==> config.mk <==
export PLATFORM = sky130hd
export DESIGN_NAME = core_sequencer
export DESIGN_NICKNAME = d
export VERILOG_FILES = /design/src/rtl/core_sequencer_pkg.sv /design/src/rtl/store_mask_gen.sv /design/src/rtl/core_sequencer.sv
export SDC_FILE = /design/constraint.sdc
export NUM_CORES = 1
export LEC_CHECK = 0
export CORE_MARGIN = 5
export CORE_UTILIZATION = 49
export CTS_CLUSTER_SIZE = 25
export DETAILED_ROUTE_END_ITERATION = 12
export PLACE_DENSITY = 0.8
export SLEW_MARGIN = 20
export SYNTH_ARGS = -nofsm -noshare
export SYNTH_HDL_FRONTEND = slang
export SYNTH_HIERARCHICAL = 1
export SYNTH_SLANG_ARGS = --single-unit
==> constraint.sdc <==
create_clock -name clk -period 2.7 [get_ports clk]
set_clock_uncertainty 0.1 [all_clocks]
set_input_delay 0.405 -clock clk [delete_from_list [all_inputs] [get_ports clk]]
set_output_delay 0.405 -clock clk [all_outputs]
set_load 0.01 [all_outputs]
==> src/rtl/core_sequencer_pkg.sv <==
// Shared definitions for the core sequencer: FSM states, trap codes,
// load/store width codes and RV32I major opcodes.
package core_sequencer_pkg;

    localparam int unsigned BE_WIDTH    = 4;
    localparam int unsigned TRAP_WIDTH  = 2;
    localparam int unsigned F3_WIDTH    = 3;
    localparam int unsigned OPC_WIDTH   = 7;

    // Sequencer states
    typedef enum logic [2:0] {
        FETCH  = 3'd0,
        DECODE = 3'd1,
        EXEC   = 3'd2,
        MEM    = 3'd3,
        WB     = 3'd4,
        HALT   = 3'd5
    } state_t;

    // Trap cause codes reported while halted
    localparam logic [TRAP_WIDTH-1:0] TRAP_NONE     = 2'd0;
    localparam logic [TRAP_WIDTH-1:0] TRAP_ILLEGAL  = 2'd1;
    localparam logic [TRAP_WIDTH-1:0] TRAP_MISALIGN = 2'd2;
    localparam logic [TRAP_WIDTH-1:0] TRAP_TIMEOUT  = 2'd3;

    // funct3 access-width codes for loads/stores
    localparam logic [F3_WIDTH-1:0] F3_SB = 3'b000;
    localparam logic [F3_WIDTH-1:0] F3_SH = 3'b001;
    localparam logic [F3_WIDTH-1:0] F3_SW = 3'b010;

    // RV32I major opcodes, matching the decoder flag inputs
    localparam logic [OPC_WIDTH-1:0] OPC_LUI    = 7'b0110111;
    localparam logic [OPC_WIDTH-1:0] OPC_AUIPC  = 7'b0010111;
    localparam logic [OPC_WIDTH-1:0] OPC_JAL    = 7'b1101111;
    localparam logic [OPC_WIDTH-1:0] OPC_JALR   = 7'b1100111;
    localparam logic [OPC_WIDTH-1:0] OPC_BRANCH = 7'b1100011;
    localparam logic [OPC_WIDTH-1:0] OPC_LOAD   = 7'b0000011;
    localparam logic [OPC_WIDTH-1:0] OPC_STORE  = 7'b0100011;
    localparam logic [OPC_WIDTH-1:0] OPC_IMM    = 7'b0010011;
    localparam logic [OPC_WIDTH-1:0] OPC_ALU    = 7'b0110011;
    localparam logic [OPC_WIDTH-1:0] OPC_FENCE  = 7'b0001111;
    localparam logic [OPC_WIDTH-1:0] OPC_SYSTEM = 7'b1110011;

endpackage

==> src/rtl/store_mask_gen.sv <==
// Store byte-enable and alignment check for the core sequencer.
// Optional feature macro: MISALIGN_TRAP_EN (enables the misalignment flag;
// without it the flag is tied low and no alignment check is made).
module store_mask_gen
    import core_sequencer_pkg::*;
(
    input  logic [F3_WIDTH-1:0] funct3,
    input  logic [1:0]          addr_lo,
    output logic [BE_WIDTH-1:0] mask,
    output logic                misaligned
);

    // Byte enables by access width; shifted halfwords truncate at the word edge
    always_comb begin
        mask = '0;
        case (funct3)
            F3_SB:   mask = 4'b0001 << addr_lo;
            F3_SH:   mask = 4'b0011 << addr_lo;
            F3_SW:   mask = 4'b1111;
            default: mask = '0;
        endcase
    end

`ifdef MISALIGN_TRAP_EN
    // Halfword needs even address, word needs word-aligned address (unsigned loads included)
    always_comb begin
        misaligned = 1'b0;
        case (funct3[1:0])
            2'b01:   misaligned = addr_lo[0];
            2'b10:   misaligned = (addr_lo != 2'b00);
            default: misaligned = 1'b0;
        endcase
    end
`else
    assign misaligned = 1'b0;
`endif

endmodule

==> src/rtl/core_sequencer.sv <==
// Multi-cycle control sequencer: FETCH/DECODE/EXEC/MEM/WB with trap-to-HALT.
// Optional feature macro: MISALIGN_TRAP_EN (misaligned load/store traps in EXEC).
module core_sequencer
    import core_sequencer_pkg::*;
#(
    parameter int unsigned CNT_WIDTH   = 32,
    parameter int unsigned MEM_TIMEOUT = 255
) (
    input  logic                  clk,
    input  logic                  rst_n,
    input  logic                  is_LUI,
    input  logic                  is_AUIPC,
    input  logic                  is_JAL,
    input  logic                  is_JALR,
    input  logic                  is_BRANCH,
    input  logic                  is_LOAD,
    input  logic                  is_STORE,
    input  logic                  is_IMM,
    input  logic                  is_ALU,
    input  logic                  is_FENCE,
    input  logic                  is_SYSTEM,
    input  logic [2:0]            funct3,
    input  logic [1:0]            addr_lo,
    input  logic                  branch_taken,
    input  logic                  imem_ack,
    input  logic                  dmem_ack,
    output logic                  imem_req,
    output logic                  ir_we,
    output logic                  pc_we,
    output logic                  pc_sel,
    output logic                  rf_we,
    output logic                  dmem_req,
    output logic [3:0]            dmem_we,
    output logic                  halt,
    output logic [1:0]            trap_cause,
    output logic [CNT_WIDTH-1:0]  instret
);

    localparam int unsigned WAIT_W = (MEM_TIMEOUT > 1) ? $clog2(MEM_TIMEOUT) : 1;

    state_t              state;
    state_t              state_next;
    logic [WAIT_W-1:0]   wait_cnt;
    logic                wait_expired;
    logic                wait_active;
    logic [1:0]          trap_next;

    logic                any_op;
    logic                is_mem_op;
    logic [3:0]          store_mask;
    logic                misaligned;

    logic                imem_req_s;
    logic                ir_we_s;
    logic                pc_we_s;
    logic                pc_sel_s;
    logic                rf_we_s;
    logic                dmem_req_s;
    logic [3:0]          dmem_we_s;

    assign any_op    = is_LUI | is_AUIPC | is_JAL | is_JALR | is_BRANCH | is_LOAD |
                       is_STORE | is_IMM | is_ALU | is_FENCE | is_SYSTEM;
    assign is_mem_op = is_LOAD | is_STORE;

    // The last allowed wait cycle is when the counter reads MEM_TIMEOUT-1
    assign wait_active  = (state == FETCH) || (state == MEM);
    assign wait_expired = (wait_cnt == WAIT_W'(MEM_TIMEOUT - 1));

    store_mask_gen u_store_mask_gen (
        .funct3     (funct3),
        .addr_lo    (addr_lo),
        .mask       (store_mask),
        .misaligned (misaligned)
    );

    // State, trap cause and retired-instruction counter
    always_ff @(posedge clk or negedge rst_n) begin
        if (!rst_n) begin
            state      <= FETCH;
            trap_cause <= TRAP_NONE;
            instret    <= '0;
        end else begin
            state      <= state_next;
            trap_cause <= trap_next;
            if (pc_we_s) begin
                instret <= instret + CNT_WIDTH'(1);
            end
        end
    end

    // Wait counter restarts on every state change, counts while waiting for an ack
    always_ff @(posedge clk or negedge rst_n) begin
        if (!rst_n) begin
            wait_cnt <= '0;
        end else if (state_next != state) begin
            wait_cnt <= '0;
        end else if (wait_active) begin
            wait_cnt <= wait_cnt + WAIT_W'(1);
        end
    end

    // Next-state and strobe decode of the registered state; acks beat the timeout
    always_comb begin
        state_next = state;
        trap_next  = trap_cause;
        imem_req_s = 1'b0;
        ir_we_s    = 1'b0;
        pc_we_s    = 1'b0;
        pc_sel_s   = 1'b0;
        rf_we_s    = 1'b0;
        dmem_req_s = 1'b0;
        dmem_we_s  = '0;

        case (state)
            FETCH: begin
                imem_req_s = 1'b1;
                if (imem_ack) begin
                    ir_we_s    = 1'b1;
                    state_next = DECODE;
                end else if (wait_expired) begin
                    state_next = HALT;
                    trap_next  = TRAP_TIMEOUT;
                end
            end

            DECODE: begin
                if (!any_op) begin
                    state_next = HALT;
                    trap_next  = TRAP_ILLEGAL;
                end else if (is_SYSTEM) begin
                    state_next = HALT;
                    trap_next  = TRAP_NONE;
                end else begin
                    state_next = EXEC;
                end
            end

            EXEC: begin
                if (is_mem_op) begin
                    if (misaligned) begin
                        state_next = HALT;
                        trap_next  = TRAP_MISALIGN;
                    end else begin
                        state_next = MEM;
                    end
                end else if (is_BRANCH) begin
                    pc_we_s    = 1'b1;
                    pc_sel_s   = branch_taken;
                    state_next = FETCH;
                end else if (is_FENCE) begin
                    pc_we_s    = 1'b1;
                    state_next = FETCH;
                end else begin
                    state_next = WB;
                end
            end

            MEM: begin
                dmem_req_s = 1'b1;
                if (is_STORE) begin
                    dmem_we_s = store_mask;
                end
                if (dmem_ack) begin
                    if (is_LOAD) begin
                        state_next = WB;
                    end else begin
                        pc_we_s    = 1'b1;
                        state_next = FETCH;
                    end
                end else if (wait_expired) begin
                    state_next = HALT;
                    trap_next  = TRAP_TIMEOUT;
                end
            end

            WB: begin
                rf_we_s    = 1'b1;
                pc_we_s    = 1'b1;
                pc_sel_s   = is_JAL | is_JALR;
                state_next = FETCH;
            end

            HALT: begin
                state_next = HALT;
            end

            default: begin
                state_next = HALT;
            end
        endcase
    end

    // Strobes are forced low while reset is held, independent of the clock
    assign imem_req = rst_n & imem_req_s;
    assign ir_we    = rst_n & ir_we_s;
    assign pc_we    = rst_n & pc_we_s;
    assign pc_sel   = rst_n & pc_sel_s;
    assign rf_we    = rst_n & rf_we_s;
    assign dmem_req = rst_n & dmem_req_s;
    assign dmem_we  = {BE_WIDTH{rst_n}} & dmem_we_s;
    assign halt     = (state == HALT);

endmodule

==> results.toml, run 1 <==
[outcome]
status = "finished, final reports clean"

[synthesis]
synthesis.area_um2 = 2590
dominantRegCellSynth = "sky130_fd_sc_hd__dfrtp_1"
ys_ff_latch = 45
yosys_warnings = 6
synth_fp_nets = 294
synth.yosys.seq_area_share = 0.434
synth.avg_cell_area_um2 = 9.60
post-synth-top-area-fraction = 0.434
synthTopCellsByCount = "sky130_fd_sc_hd__dfrtp_1 (45), sky130_fd_sc_hd__nor2_1 (29), sky130_fd_sc_hd__xor2_1 (24), sky130_fd_sc_hd__nand2_1 (21)"
yosysUniqueCellTypes = 54
ys_async_sr_fraction = 1.00
synth-edff-count = 0
synthMostInstantiatedCell = "sky130_fd_sc_hd__dfrtp_1"
synth_top_cell_by_area = "sky130_fd_sc_hd__dfrtp_1"
synth_area_leaders = "sky130_fd_sc_hd__dfrtp_1 (43%), sky130_fd_sc_hd__xor2_1 (8.1%), sky130_fd_sc_hd__xnor2_1 (5.1%), sky130_fd_sc_hd__nor2_1 (4.2%), sky130_fd_sc_hd__nand2_1 (3.0%)"
post_synth_inst_count = 270

[sta]
shortest_period_the_worst_path_allows_ns = 2.59
timing_worst_slew_pin_value_ns = 0.613
max_clock_freq_ghz = 0.386
finalCritPeriodShare = 0.959
number_of_failing_setup_endpoints_in_the_final_timing_report = 0
report.final.hold_viol_count = 0
slew-limit-headroom = 0.589
report.final.slew_viol_count = 0

[floorplan]
design.core.area_um2 = 5110
rows = 26
die_y_um = 82.7
design.portCount = 66
die_w_um = 82.7
floorplan.die_area_um2 = 6850
start_util = 0.508

[place]
dp_hpwl_mm = 4.38
place_inst = 405
placed_area_um2 = 3350
place_congestion = 0.813
buffer_ports.inserted = 65

[clock_network]
htreeDepth = 2
clk_path_buf_depth = 2
root_buffer = "sky130_fd_sc_hd__clkbuf_8"
cts_num_sinks = 45
tritoncts = "built"
worst_setup_hold_path_clk_slew_ns = 0.09
worst_skew_pair.late_latency_ns = 0.31
cts-buffers-inserted = 5

[worst_setup_path]
crit_path_start_kind = "input port"
arrival_ns = 2.08
capturing_element_type_of_the_critical_path = "output port"
critPathKind = "input port to output port"
worstPathMaxFanout = 16
cp_data_required_time_ns = 2.19
reg2reg_setup_slack_ns = 0.48

[global_routing]
first_pass_grt_wire_length_mm = 9.80
first_global_vias = 2124
grt_antenna_before_repair = 0
use_met3 = 0.0390
grt_start_max_net_pins = 36
grt-ovfl-total = 0
globalRouteTotalUtil = 0.184
grt_busiest_layer = "met2"
grt_use_met2 = 0.308
gr-usage-met1 = 0.245

[finish]
area.growth.synth_to_final_pct = 34.4
fillCellCount = 408
stdcell_area_um2 = 3480
number_of_nets_in_the_finished_design = 368
n_antenna_cell = 0
final_cell_count_without_fillers = 415
utilization = 0.682
final_layout_size_suffix_gt1_frac = 0.116

[route]
antenna_left = 0
drt_wl_total_mm = 6.05
vias = 2232
drcViolationCount = 0
post_drt_wl_per_cell_um = 14.6
first_pass_iters = 4
initialDrtViolationCount = 156
drt-vias-per-instance = 5.38

[power]
power_dens_cells_nw_per_um2 = 629
peak_supply_drop_mv = 0.484
totalPowerFinal_mw = 2.19
total_leakage_power_nw = 1.55

[run]
drv_cap = 0

[min_path]
hp-class = "register to register"
[cell families (layout without fill, tap and decap cells)]
| group | count (synthesis) | after routing | share of synthesized area |
|---|---|---|---|
| other | 1 | 1 | 0.00145 |
| muxes | 1 | 1 | 0.00434 |
| buffers and inverters | 21 | 96 | 0.0405 |
| adders and majority gates | 3 | 3 | 0.0145 |
| xor gates and xnor gates | 39 | 39 | 0.132 |
| and+or+nand+nor | 126 | 126 | 0.267 |
| AOI/OAI and AO/OA | 34 | 34 | 0.106 |
| DFF | 45 | 45 | 0.434 |
[timing repair]
item                                   4_1_cts  5_1_grt
hold buffers                                 1        0
setup buffers                                0        1
endpoints found under the hold margin       10        0
setup endpoints to repair                    2        7
resized for setup                            3        7
[worst max-delay path, stage by stage]
cell,delay (ns)
sky130_fd_sc_hd__dlygate4sd3_1,0.52
sky130_fd_sc_hd__buf_2,0.12
sky130_fd_sc_hd__buf_8,0.15
sky130_fd_sc_hd__and3_1,0.21
sky130_fd_sc_hd__and2_1,0.14
sky130_fd_sc_hd__clkdlybuf4s50_1,0.53
[cells in the final DEF, fill, tap and decap left out, types with 4 or more instances in the layout]
cell type / instances
sky130_fd_sc_hd__clkdlybuf4s50_1: 61
sky130_fd_sc_hd__dfrtp_1: 44
sky130_fd_sc_hd__nor2_1: 29
sky130_fd_sc_hd__xor2_1: 24
sky130_fd_sc_hd__nand2_1: 21
sky130_fd_sc_hd__xnor2_1: 15
sky130_fd_sc_hd__nand3_1: 15
sky130_fd_sc_hd__buf_4: 13
sky130_fd_sc_hd__nor3_1: 12
sky130_fd_sc_hd__inv_1: 8
sky130_fd_sc_hd__nand4_1: 7
sky130_fd_sc_hd__and2_1: 6
sky130_fd_sc_hd__a21oi_1: 5
sky130_fd_sc_hd__clkbuf_8: 5
sky130_fd_sc_hd__nor4_1: 4
sky130_fd_sc_hd__a31oi_1: 4
sky130_fd_sc_hd__nor2b_1: 4
sky130_fd_sc_hd__or3_1: 4
[metrics by stage]
step	hold WS, ns	TNS (ns)	worst slack (ns)
floorplan	0.00941	0	0.479
global placement	0.265	0	0.0677
detailed placement	0.269	0	0.0266
CTS	0.379	0	0.00778
global route	0.407	-0.0226	-0.0224
finish	0.371	0	0.112
[worst paths after layout]
path                        startpoint     endpoint  cells past startpoint
max in group asynchronous        rst_n     state[1]                      4
setup / recovery                 rst_n   dmem_we[3]                      6
hold / removal             instret[31]  instret[31]                      1
min in group asynchronous        rst_n   instret[0]                      3
setup reg to reg              state[1]  instret[28]                      8
hold reg to reg            instret[31]  instret[31]                      1
[routing by layer]
metal,up-vias,wire length (um)
li1,1093,-
met1,1063,2770
met2,71,2910
met3,5,324
met4,0,45
met5,-,0
[sequential cells by signal (all words and copies together), names as in the netlist]
name        cells
instret        32
trap_cause      2
state           3
wait_cnt        8
[where the power goes]
group / internal, mW / switching (mW) / total, mW
Combinational: 0.440 / 0.471 / 0.911
Sequential: 0.756 / 0.0933 / 0.850
Clock: 0.187 / 0.243 / 0.430
Total: 1.38 / 0.807 / 2.19
[cell type report]
cell class / count / area [um2] / area share
clock buffer: 5 / 68.8 / 0.0198
clock inverter: 3 / 25.0 / 0.00718
inverter: 8 / 30.0 / 0.00862
multi-input combinational: 204 / 1370 / 0.394
sequential: 45 / 1130 / 0.324
tap: 70 / 87.6 / 0.0251
timing repair buffer: 80 / 772 / 0.222
Power figures use the tool's default switching activity.
==> run 2, diff against run 1 <==
--- a/config.mk
+++ b/config.mk
@@ -10,6 +10,7 @@
 export CTS_CLUSTER_SIZE = 25
 export DETAILED_ROUTE_END_ITERATION = 12
 export PLACE_DENSITY = 0.8
+export REMOVE_ABC_BUFFERS = 1
 export SLEW_MARGIN = 20
 export SYNTH_ARGS = -nofsm -noshare
 export SYNTH_HDL_FRONTEND = slang
==> results.toml, run 2 (synthesis gave the netlist of run 1 again) <==
[route]
vias = 2256
antenna_left = 0
drt-vias-per-instance = 5.44
post_drt_wl_per_cell_um = 14.8
initialDrtViolationCount = 132
first_pass_iters = 4
drt_wl_total_mm = 6.15
drcViolationCount = 0

[finish]
layout.cells.most_common_list = "sky130_fd_sc_hd__clkdlybuf4s50_1 (62), sky130_fd_sc_hd__dfrtp_1 (45), sky130_fd_sc_hd__nor2_1 (28), sky130_fd_sc_hd__xor2_1 (24), sky130_fd_sc_hd__nand2_1 (21)"
area.growth.synth_to_final_pct = 33.9
number_of_nets_in_the_finished_design = 368
final_cell_count_without_fillers = 415
layout.area.seq_um2 = 1130
final_layout_size_suffix_gt1_frac = 0.113
final_common_cell = "sky130_fd_sc_hd__clkdlybuf4s50_1"
registers_with_the_highest_flip_flop_counts = "instret (32), wait_cnt (8), state (3)"
largest_register = "instret"
multiInputGateArea_um2 = 1370
stdcell_area_um2 = 3470
n_antenna_cell = 0
fillCellCount = 420
flip_flop_count_of_the_largest_register_all_copies_and_words_added = 32

[sta]
report.final.slew_viol_count = 0
timing_worst_slew_pin_value_ns = 0.596
grt_setup_unrepaired = "false"
shortest_period_the_worst_path_allows_ns = 2.61
slew-limit-headroom = 0.601
number_of_failing_setup_endpoints_in_the_final_timing_report = 0
report.final.hold_viol_count = 0
finalHoldWorstSlack_ns = 0.337
max_clock_freq_ghz = 0.384
finalSetupTns_ns = 0
finalCritPeriodShare = 0.966

[worst_setup_path]
worstPathMaxFanout = 18
path_delay_family = "buffers and inverters"
critical_path.reg2reg.startpoint = "state[2]"
timing_startpoint_of_the_critical_path = "state[2]"
timing.critical_path.buf_inv = 2
capturing_element_type_of_the_critical_path = "output port"
cp_data_required_time_ns = 2.19
crit_path_start_kind = "register"
timing.critical_path.slowest_stage_cell = "sky130_fd_sc_hd__clkdlybuf4s50_1"
timing.critical_path.slowest_cell_delay_ns = 0.56
arrival_ns = 2.10
critPathKind = "register to output port"
critical_path.cell_chain = "buf_4 -> and3b_1 -> and3_1 -> and2_1 -> clkdlybuf4s50_1"

[place]
buffer_ports.inserted = 65
dp_hpwl_mm = 4.57
placed_area_um2 = 3360
place_congestion = 0.836
place_inst = 406

[floorplan]
floorplan.die_area_um2 = 6850
design.portCount = 66
die_y_um = 82.7
start_util = 0.508
rows = 26
design.core.area_um2 = 5110
die_w_um = 82.7

[global_routing]
first_global_vias = 2297
first_pass_grt_wire_length_mm = 10.5
grt_antenna_before_repair = 0
grt-ovfl-total = 0
grt_start_max_net_pins = 32
globalRouteTotalUtil = 0.198

[clock_network]
worst_skew_pair.late_latency_ns = 0.30
cts-buffers-inserted = 5
worst_setup_hold_path_clk_slew_ns = 0.09
root_buffer = "sky130_fd_sc_hd__clkbuf_8"
cts_num_sinks = 45
clk_path_buf_depth = 2
cts_setup_buffers = 0
htreeDepth = 2
tritoncts = "built"

[outcome]
status = "finished, final reports clean"

[run]
drv_cap = 0

[power]
power_dens_cells_nw_per_um2 = 625
peak_supply_drop_mv = 0.408
total_leakage_power_nw = 1.54

[min_path]
hp-class = "input port to async pin"
[run 2: cell types whose count changed in the layout (fill, tap and decap cells not counted)]
cell and change:
sky130_fd_sc_hd__and2_4 -1, sky130_fd_sc_hd__clkdlybuf4s50_1 +1, sky130_fd_sc_hd__buf_4 +1, sky130_fd_sc_hd__and2_1 +1
sky130_fd_sc_hd__dfrtp_1 +1, sky130_fd_sc_hd__clkinv_2 +1, sky130_fd_sc_hd__dlygate4sd2_1 -1, sky130_fd_sc_hd__nor2_1 -1
sky130_fd_sc_hd__nor2_2 +1, sky130_fd_sc_hd__clkinv_4 -1, sky130_fd_sc_hd__buf_8 -1, sky130_fd_sc_hd__dfrtp_2 -1
[run 2: path summary, 6_finish.rpt]
check,endpoint,slack (ns),depth (start not counted)
setup / recovery,dmem_we[3],0.09,5
hold / removal,trap_cause[0],0.34,2
setup reg to reg,instret[28],0.51,6
hold reg to reg,instret[31],0.37,1
max in group asynchronous,instret[12],1.57,3
min in group clk,instret[31],0.37,1
[run 2: layer usage]
metal  track usage  wire (um)  part of all wire
met1         0.263       2780              0.45
met2         0.324       3080              0.50
met3        0.0390        181             0.029
met4        0.0703        102             0.017
met5             0          0                 0
[run 2: power breakdown]
group,switching (mW),internal (mW)
registers,0.0918,0.755
logic,0.463,0.437
clock network,0.241,0.184
[run 2: timing repair]
action,4_1_cts,5_1_grt
setup endpoints to repair,2,3
pin swaps,0,0
hold endpoints to repair,1,0
resized for setup,1,4
hold buffers,1,0
[run 2: worst reg2reg max path, delay by kind of cell (launching register included)]
family | cells | cell delay [ns]
compound gates | 2 | 0.51
xor+xnor | 1 | 0.17
buf+inv | 1 | 0.17
flops | 1 | 0.39
simple gates | 2 | 0.78
[run 2: stage by stage]
stage,power (mW),utilization,setup slack [ns]
2_1_floorplan,1.35,-,0.122
3_3_place_gp,1.72,0.657,0.0772
3_5_place_dp,1.74,0.657,0.0571
4_1_cts,2.18,0.677,0.0260
5_1_grt,2.32,0.680,0.0150
6_report,2.17,0.680,0.0930
[run 2: final cells by class]
class,instances,share of cell area
clock buffer,5,0.0198
clock inverter,3,0.00613
inverter,8,0.00865
multi-input combinational,204,0.395
sequential,45,0.324
tap,70,0.0252
timing repair buffer,80,0.221
==> run 3, diff against run 2 <==
--- a/config.mk
+++ b/config.mk
@@ -5,11 +5,11 @@
 export SDC_FILE = /design/constraint.sdc
 export NUM_CORES = 1
 export LEC_CHECK = 0
-export CORE_MARGIN = 5
-export CORE_UTILIZATION = 49
+export CORE_MARGIN = 2
+export CORE_UTILIZATION = 40
 export CTS_CLUSTER_SIZE = 25
 export DETAILED_ROUTE_END_ITERATION = 12
-export PLACE_DENSITY = 0.8
+export PLACE_DENSITY = 0.67
 export REMOVE_ABC_BUFFERS = 1
 export SLEW_MARGIN = 20
 export SYNTH_ARGS = -nofsm -noshare
==> results.toml, run 3 (synthesis gave the netlist of run 1 again) <==
[outcome]
status = "finished, final reports clean"

[route]
antenna_left = 0
initialDrtViolationCount = 107
drt-vias-per-instance = 5.18
drcViolationCount = 0
vias = 2202
first_pass_iters = 4
drt_wl_total_mm = 5.97
post_drt_wl_per_cell_um = 14.0

[finish]
final_common_cell = "sky130_fd_sc_hd__clkdlybuf4s50_1"
stdcell_area_um2 = 3510
area.growth.synth_to_final_pct = 35.4
final_cell_count_without_fillers = 425
layout.cells.most_common_list = "sky130_fd_sc_hd__clkdlybuf4s50_1 (62), sky130_fd_sc_hd__dfrtp_1 (45), sky130_fd_sc_hd__nor2_1 (28), sky130_fd_sc_hd__xor2_1 (24), sky130_fd_sc_hd__nand2_1 (21)"
registers_with_the_highest_flip_flop_counts = "instret (32), wait_cnt (8), state (3)"
flip_flop_count_of_the_largest_register_all_copies_and_words_added = 32
largest_register = "instret"
final_layout_size_suffix_gt1_frac = 0.118
number_of_nets_in_the_finished_design = 371
n_antenna_cell = 0

[sta]
number_of_failing_setup_endpoints_in_the_final_timing_report = 0
grt_setup_unrepaired = "false"
finalHoldWorstSlack_ns = 0.380
report.final.slew_viol_count = 0
finalSetupTns_ns = 0
finalCritPeriodShare = 0.950
shortest_period_the_worst_path_allows_ns = 2.57
report.final.hold_viol_count = 0
slew-limit-headroom = 0.611
timing_worst_slew_pin_value_ns = 0.581
max_clock_freq_ghz = 0.390

[clock_network]
clk_path_buf_depth = 2
root_buffer = "sky130_fd_sc_hd__clkbuf_8"
htreeDepth = 2
worst_setup_hold_path_clk_slew_ns = 0.08
tritoncts = "built"
cts_num_sinks = 45
cts_setup_buffers = 0
worst_skew_pair.late_latency_ns = 0.30
cts-buffers-inserted = 5

[run]
drv_cap = 0

[global_routing]
grt_busiest_layer = "met2"
first_global_vias = 2198
use_met3 = 0.0344
grt_start_max_net_pins = 21
first_pass_grt_wire_length_mm = 10.4
grt-ovfl-total = 0
globalRouteTotalUtil = 0.179
gr-usage-met1 = 0.246
grt_antenna_before_repair = 0
grt_use_met2 = 0.290

[worst_setup_path]
critPathKind = "register to output port"
arrival_ns = 2.06
worstPathMaxFanout = 18
crit_path_start_kind = "register"
path_delay_family = "buffers and inverters"
timing.critical_path.slowest_cell_delay_ns = 0.54
timing.critical_path.buf_inv = 2
cp_data_required_time_ns = 2.19
capturing_element_type_of_the_critical_path = "output port"
critical_path.cell_chain = "buf_4 -> and3b_1 -> and3_1 -> and2_1 -> clkdlybuf4s50_1"
timing.critical_path.slowest_stage_cell = "sky130_fd_sc_hd__clkdlybuf4s50_1"

[power]
power.combinational.fraction = 0.409
switching_share = 0.356
power_switching_uw = 778
power_dens_cells_nw_per_um2 = 621
totalPowerFinal_mw = 2.18
intPower_mw = 1.40
pwr-share-seq = 0.390
peak_supply_drop_mv = 0.326
total_leakage_power_nw = 1.56
power.share.clock = 0.200

[floorplan]
start_util = 0.411
design.portCount = 66
floorplan.die_area_um2 = 7140
die_w_um = 84.5
design.core.area_um2 = 6310
die_y_um = 84.5
rows = 29

[place]
dp_hpwl_mm = 4.46
place_inst = 415
buffer_ports.inserted = 65
place_congestion = 0.796
placed_area_um2 = 3380

[min_path]
hp-class = "register to register"
[run 3: what timing repair did]
item                       CTS  global route
pin swaps                    0             0
setup endpoints to repair    1             2
resized for setup            1             4
hold endpoints to repair     4             0
hold buffers                 2             0
[run 3: power groups by stage]
stage / Combinational, mW / Clock (mW) / Sequential (mW)
after global routing: 1.00 / 0.486 / 0.869
after CTS: 0.896 / 0.456 / 0.853
after detailed placement: 0.887 / 0 / 0.864
final: 0.893 / 0.437 / 0.852
after global placement: 0.881 / 0 / 0.860
after floorplan: 0.418 / 0 / 0.929
[run 3: per-layer routing]
layer	part of all wire	up-vias	routed length (um)
li1	-	1094	-
met5	0	-	0
met2	0.48	39	2840
met4	0.0084	0	50
met1	0.48	1064	2870
met3	0.035	5	206
[run 3: metrics by stage]
stage               worst slack (ns)   util
finish                         0.134  0.556
global route                  0.0307  0.556
CTS                           0.0185  0.554
detailed placement            0.0490  0.535
global placement              0.0714  0.535
floorplan                      0.122      -
[run 3: final cells by class]
type                            count  area (um2)
Sequential cell                    45        1130
Fill cell                         594        2800
Clock inverter                      2        13.8
Tap cell                           77        96.3
Inverter                            8        30.0
Clock buffer                        6        82.6
Timing Repair Buffer               83         791
Multi-Input combinational cell    204        1370
[run 3: worst paths after layout]
path | start | slack, ns | endpoint | depth (start not counted)
worst max register to register | state[2] | 0.51 | instret[19] | 7
worst min-delay path | instret[31] | 0.38 | instret[31] | 1
max in group asynchronous | rst_n | 1.47 | instret[31] | 4
worst min register to register | instret[31] | 0.38 | instret[31] | 1
min in group asynchronous | rst_n | 0.44 | state[2] | 2
worst max-delay path | state[2] | 0.13 | dmem_we[3] | 5
